--- src/rtl/fetch_inst_queue.sv ---
// fetch_inst_queue: in-order instruction buffer between fetch and decode.
// Latency: 1 cycle enqueue-to-out_valid; 0 cycles when FETCH_IQ_BYPASS_EN is defined and the queue is empty.
// Backpressure: in_ready drops when full, under flush, or under reset; head outputs hold while out_ready is low.

`ifndef AddrWidth
`define AddrWidth 32
`endif
`ifndef InstWidth
`define InstWidth 32
`endif

module fetch_inst_queue #(
  parameter int ADDR  = `AddrWidth,
  parameter int INST  = `InstWidth,
  parameter int DEPTH = 8
) (
  input  logic                       clk,
  input  logic                       reset,
  input  logic                       flush,
  input  logic                       in_valid,
  output logic                       in_ready,
  input  logic [ADDR-1:0]            in_pc,
  input  logic [INST-1:0]            in_inst,
  output logic                       out_valid,
  input  logic                       out_ready,
  output logic [ADDR-1:0]            out_pc,
  output logic [INST-1:0]            out_inst,
  output logic [$clog2(DEPTH+1)-1:0] count
);

  localparam int PW = $clog2(DEPTH);
  localparam int CW = $clog2(DEPTH+1);

  // Pointer wrap relies on DEPTH being a power of two.
  if (DEPTH < 2 || (DEPTH & (DEPTH - 1)) != 0) begin : g_depth_check
    $error("fetch_inst_queue: DEPTH must be a power of two, at least 2");
  end

  typedef struct packed {
    logic [ADDR-1:0] pc;
    logic [INST-1:0] inst;
  } entry_t;

  entry_t          mem_q [DEPTH];
  entry_t          head;
  logic [PW-1:0]   wr_ptr_q, wr_ptr_d;
  logic [PW-1:0]   rd_ptr_q, rd_ptr_d;
  logic [CW-1:0]   count_q, count_d;
  logic            full, empty;
  logic            push, pop;
  logic            pass_through;
`ifdef FETCH_IQ_BYPASS_EN
  logic            bypass;
`endif

  // Handshake decode, head selection and next-state for pointers/count.
  always_comb begin
    full     = (count_q == CW'(DEPTH));
    empty    = (count_q == '0);
    in_ready = !full && !flush && !reset;
    head     = mem_q[rd_ptr_q];
`ifdef FETCH_IQ_BYPASS_EN
    // An empty queue forwards the incoming entry straight to decode.
    bypass       = empty && in_valid && !flush && !reset;
    out_valid    = !empty || bypass;
    out_pc       = bypass ? in_pc   : head.pc;
    out_inst     = bypass ? in_inst : head.inst;
    pass_through = bypass && out_ready;
`else
    out_valid    = !empty;
    out_pc       = head.pc;
    out_inst     = head.inst;
    pass_through = 1'b0;
`endif
    // A passed-through entry is never stored; a dequeue from an empty
    // queue can only be that pass-through, so it must not move rd_ptr.
    push = in_valid && in_ready && !pass_through;
    pop  = out_valid && out_ready && !empty;

    wr_ptr_d = push ? wr_ptr_q + 1'b1 : wr_ptr_q;
    rd_ptr_d = pop  ? rd_ptr_q + 1'b1 : rd_ptr_q;
    case ({push, pop})
      2'b10:   count_d = count_q + 1'b1;
      2'b01:   count_d = count_q - 1'b1;
      default: count_d = count_q;
    endcase
  end

  // Pointer/count state; reset outranks flush, both empty the queue outright.
  always_ff @(posedge clk) begin
    if (reset || flush) begin
      wr_ptr_q <= '0;
      rd_ptr_q <= '0;
      count_q  <= '0;
    end else begin
      wr_ptr_q <= wr_ptr_d;
      rd_ptr_q <= rd_ptr_d;
      count_q  <= count_d;
    end
  end

  // Entry storage; contents are left unreset, push is already gated by flush/reset.
  always_ff @(posedge clk) begin
    if (push) mem_q[wr_ptr_q] <= '{pc: in_pc, inst: in_inst};
  end

  assign count = count_q;

endmodule

--- config.mk ---
export PLATFORM = sky130hd
export DESIGN_NAME = fetch_inst_queue
export DESIGN_NICKNAME = d
export VERILOG_FILES = /design/src/rtl/fetch_inst_queue.sv
export SDC_FILE = /design/constraint.sdc
export NUM_CORES = 1
export LEC_CHECK = 0
export BUFFER_PORTS_ARGS = -buffer_cell sky130_fd_sc_hd__buf_2
export CORE_MARGIN = 2
export CORE_UTILIZATION = 58
export DETAILED_ROUTE_END_ITERATION = 16
export GPL_ROUTABILITY_DRIVEN = 0
export PLACE_DENSITY = 0.79
export SLEW_MARGIN = 20
export SYNTH_ARGS = -nofsm -noshare
export SYNTH_HDL_FRONTEND = slang
export SYNTH_SLANG_ARGS = --single-unit
--- constraint.sdc ---
create_clock -name clk -period 8.4 [get_ports clk]
set_input_delay 1.26 -clock clk [delete_from_list [all_inputs] [get_ports clk]]
set_output_delay 1.26 -clock clk [all_outputs]
set_load 0.1 [all_outputs]
==> results list <==
- The flow ran to the end, and the final reports show no timing, DRC or antenna violations.
- Global routing usage summed across all routing layers: 0.2111
- In this run the worst path has a maximum fanout of 70.
- Kind of path behind the tightest hold check: flop to flop
* Worst-Margin Slew: 1.022 ns
- Required time worst endpoint: 7.14 ns
* Worst reg2reg setup slack: 5.37 ns
- Post-CTS Repair Setup Buffers: 0
* Syn_nets: 892
* Total of buffers placed on input and output ports: 138
* Cell type contributing the most total cell area after synthesis: edfxtp_1
* Number of iterations in the first detailed-routing pass: 5
- In the routed design, unresolved DRC markers number 0.
- Number of synthesized flops with an enable pin: 512
- TritonCTS built the clock tree.
- In the synthesized netlist, the number of instances is 818.
- Routed Antenna Nets: 0
* Initial antenna violation count: 6
- Hold path start: rd_ptr_q[1]$_SDFFE_PP0N_
- Sorting the synthesized cells by area gives the leading types as edfxtp_1 (77%), mux4_2 (15%), mux2_2 (3.6%).
* Routed length per placed instance: 24.92 um
- The core region is 0.03362 mm2.
- Post-Route Setup TNS: 0 ns
* Upper clock frequency limit: 211.9 MHz
- Between clock sinks in the finished design, the worst skew comes to 0.01565 ns.
* Number of global-route vias before repair: 9320
- Max-slew violation total from the final report: 0
* Flip-flop and latch area: 0.01565 mm2
- Area growth, synth to finish: 14.47%
* Die boundary height: 189.1 um
- Total number of nets in the final design: 1061
* Fraction of post-synthesis cell area in the top cell type by area: 0.7737
- Clock latency on the worst-skew pair: 0.56 ns
- Multi-input gate area in the final layout: 0.004046 mm2
* Data arrival at the endpoint of the critical path: 3.46 ns
* DRT Wirelength: 36910 um
- Leakage dissipation: 7.183 nW
* Pwr Density: 232.5 mW/mm2
- Of the cells placed in the final design, the portion with a size suffix greater than 1 is 0.4144.
- Synthesis instantiated 33 different standard cells from the library.
- Part of the cycle the worst path needs: 0.5618
* Worst Hold Path Cells: 2
- The first global-routing pass estimated 55560 um of wire.
- Post-layout minimum cycle time: 4.719 ns
- Cell depth of the worst flop-to-flop path: 5
- After floorplanning, the core was divided into 67 placement rows.
- Final hold violations: 0
- The endpoint identified for the worst register-to-register timing path is mem_q[0][23]$_DFFE_PP_.
- Worst-case setup margin in the final layout: 3.681 ns
* Synthesis Warnings: 0
- Detailed placement ended at an HPWL of 18690 um.
- Ratio of routed vias to standard cells: 5.993
- CP endpoint kind: output port
* Worst R2R Start: count[2]$_SDFFE_PP0P_
- Ys flop type: edfxtp_1
- Count of cells resized by post-cts repair: 0
- Once placement completed, the tool counted placed cells totaling 1382.
- Relative slew slack: 0.3170
* Clk buf depth: 3
- The routed design uses 2111 um of met3 wire.
- Clock Pin Slew Worst Setup and Hold Paths: 0.06 ns
- After global routing the overflow that remains totals 0.
* Worst setup timing slack at the placement stage: 4.072 ns
- Number of clock sinks: 525
* Number of H-tree levels: 2
* Mapped Avg Cell Area: 24.29 um2
- Wire length on met2: 18800 um
- DIE AREA: 0.03576 mm2
- Setup crit start kind: flop
- Summing over every cut layer, the via total after detailed routing is 8876.
- Pin placement for this block handled 139 I/O pins.
- Master cell of the clock root buffer: clkbuf_16
* Hold Buf Count CTS: 0
- After detailed routing, the wire length on met1 is 15350 um.
* Initial standard-cell utilization of the core: 0.5911
- The count of cells in the finished layout, fillers not included, comes to 1481.
* Unrepaired setup endpoints after global routing: false
* Initial detailed-routing violation count: 983
- Worst vdd ir: 0.1582 mV
- The floorplan step set the die width to 189.1 um.
* Number of register bits inferred by synthesis: 525
- In this run the top signal layer used is met5.
- Sequential area share after synthesis: 0.7868
- Most frequent cells in the layout: edfxtp_1 (512), buf_2 (138), mux4_2 (128)
* Mapped cell area: 0.01987 mm2
* Count of filler cells inserted in the layout: 2051
- Async set-or-reset flop fraction in the synthesized netlist: 0
- Max-cap violations in this run came to 0.
* Category of the most critical setup path: flop to output port
- Number of setup violations in the final report: 0
- Clock tree synthesis inserted a total of 50 buffers.
- Entering global routing, the biggest net connects 71 pins.
- Commonest non-fill, non-tap cell in the layout: edfxtp_1
[through the flow]
stage / instance area [um2] / hold slack (ns) / power, mW / utilization
4_1_cts: 22700 / 0.4843 / 5.323 / 0.6753
3_5_place_dp: 21060 / 0.4738 / 3.125 / 0.6265
3_3_place_gp: 21060 / 0.4585 / 3.119 / 0.6265
6_report: 22750 / 0.4795 / 5.289 / 0.6767
5_1_grt: 22740 / 0.5203 / 5.427 / 0.6765
2_1_floorplan: 19870 / 0.4541 / 3.064 / -
[flip-flops by register name (all words and copies together), names as in the netlist, named ones only]
register	cells
count	4
mem_q	512
rd_ptr_q	3
wr_ptr_q	3
[where the power goes]
part / leakage (nW) / total [mW] / switching, mW / internal [mW]
clock network: 0.797 / 2.22 / 0.899 / 1.32
registers: 4.72 / 2.89 / 0.00537 / 2.89
logic: 1.67 / 0.178 / 0.136 / 0.0421
total: 7.18 / 5.29 / 1.04 / 4.25
[cells by family (layout without fill, tap and decap cells)]
family,count (synthesis),after routing,synth area share
xor gates and xnor gates,6,6,0.002644
adders and majority gates,5,5,0.003148
buffers and inverters,38,248,0.01209
muxes,193,193,0.1818
and+or+nand+nor,43,43,0.01096
DFF,525,525,0.7868
other,0,5,0
AOI/OAI and AO/OA,8,8,0.002519
[how the worst max path moves through the flow]
| stage | startpoint | endpoint | depth (start not counted) | slack, ns |
|---|---|---|---|---|
| detailed placement | flop | out_inst[12] | 4 | 4.07 |
| CTS | flop | out_inst[12] | 4 | 3.49 |
| floorplan | flush | mem_q[6][0]$_DFFE_PP_ | 4 | 0.81 |
| global route | flop | out_inst[3] | 4 | 3.43 |
| global placement | flop | out_inst[12] | 4 | 4.12 |
| finish | flop | out_inst[12] | 4 | 3.68 |
[synth_stat cells (5+ instances only)]
cell / n
buf_1: 9
clkbuf_1: 11
xor2_1: 6
dfxtp_1: 13
mux4_2: 128
nand2_1: 7
buf_6: 11
nor2_1: 12
nand3_1: 8
mux2_2: 64
ha_1: 5
edfxtp_1: 512
[metal layers]
| layer | vias to the layer above | track usage |
|---|---|---|
| met5 | - | 0 |
| met4 | 2 | 0.06070 |
| met3 | 52 | 0.04208 |
| met2 | 309 | 0.3422 |
| met1 | 4681 | 0.2985 |
| li1 | 3832 | - |
[layout make-up]
class                           count  share of cell area
Sequential cell                   525              0.6878
Clock buffer                       70             0.06199
Timing Repair Buffer              154             0.03685
Inverter                            1           0.0001650
Antenna cell                        5           0.0005501
Tap cell                          448             0.02464
Clock inverter                     23             0.01007
Multi-Input combinational cell    255              0.1779
[worst max-delay path, cell delays in order, from the launching register on]
cell     delay [ns]
dfxtp_4        0.91
buf_4          0.89
mux4_2         0.43
mux2_2         0.32
buf_2          0.30
(Power assumes the default switching activity.)
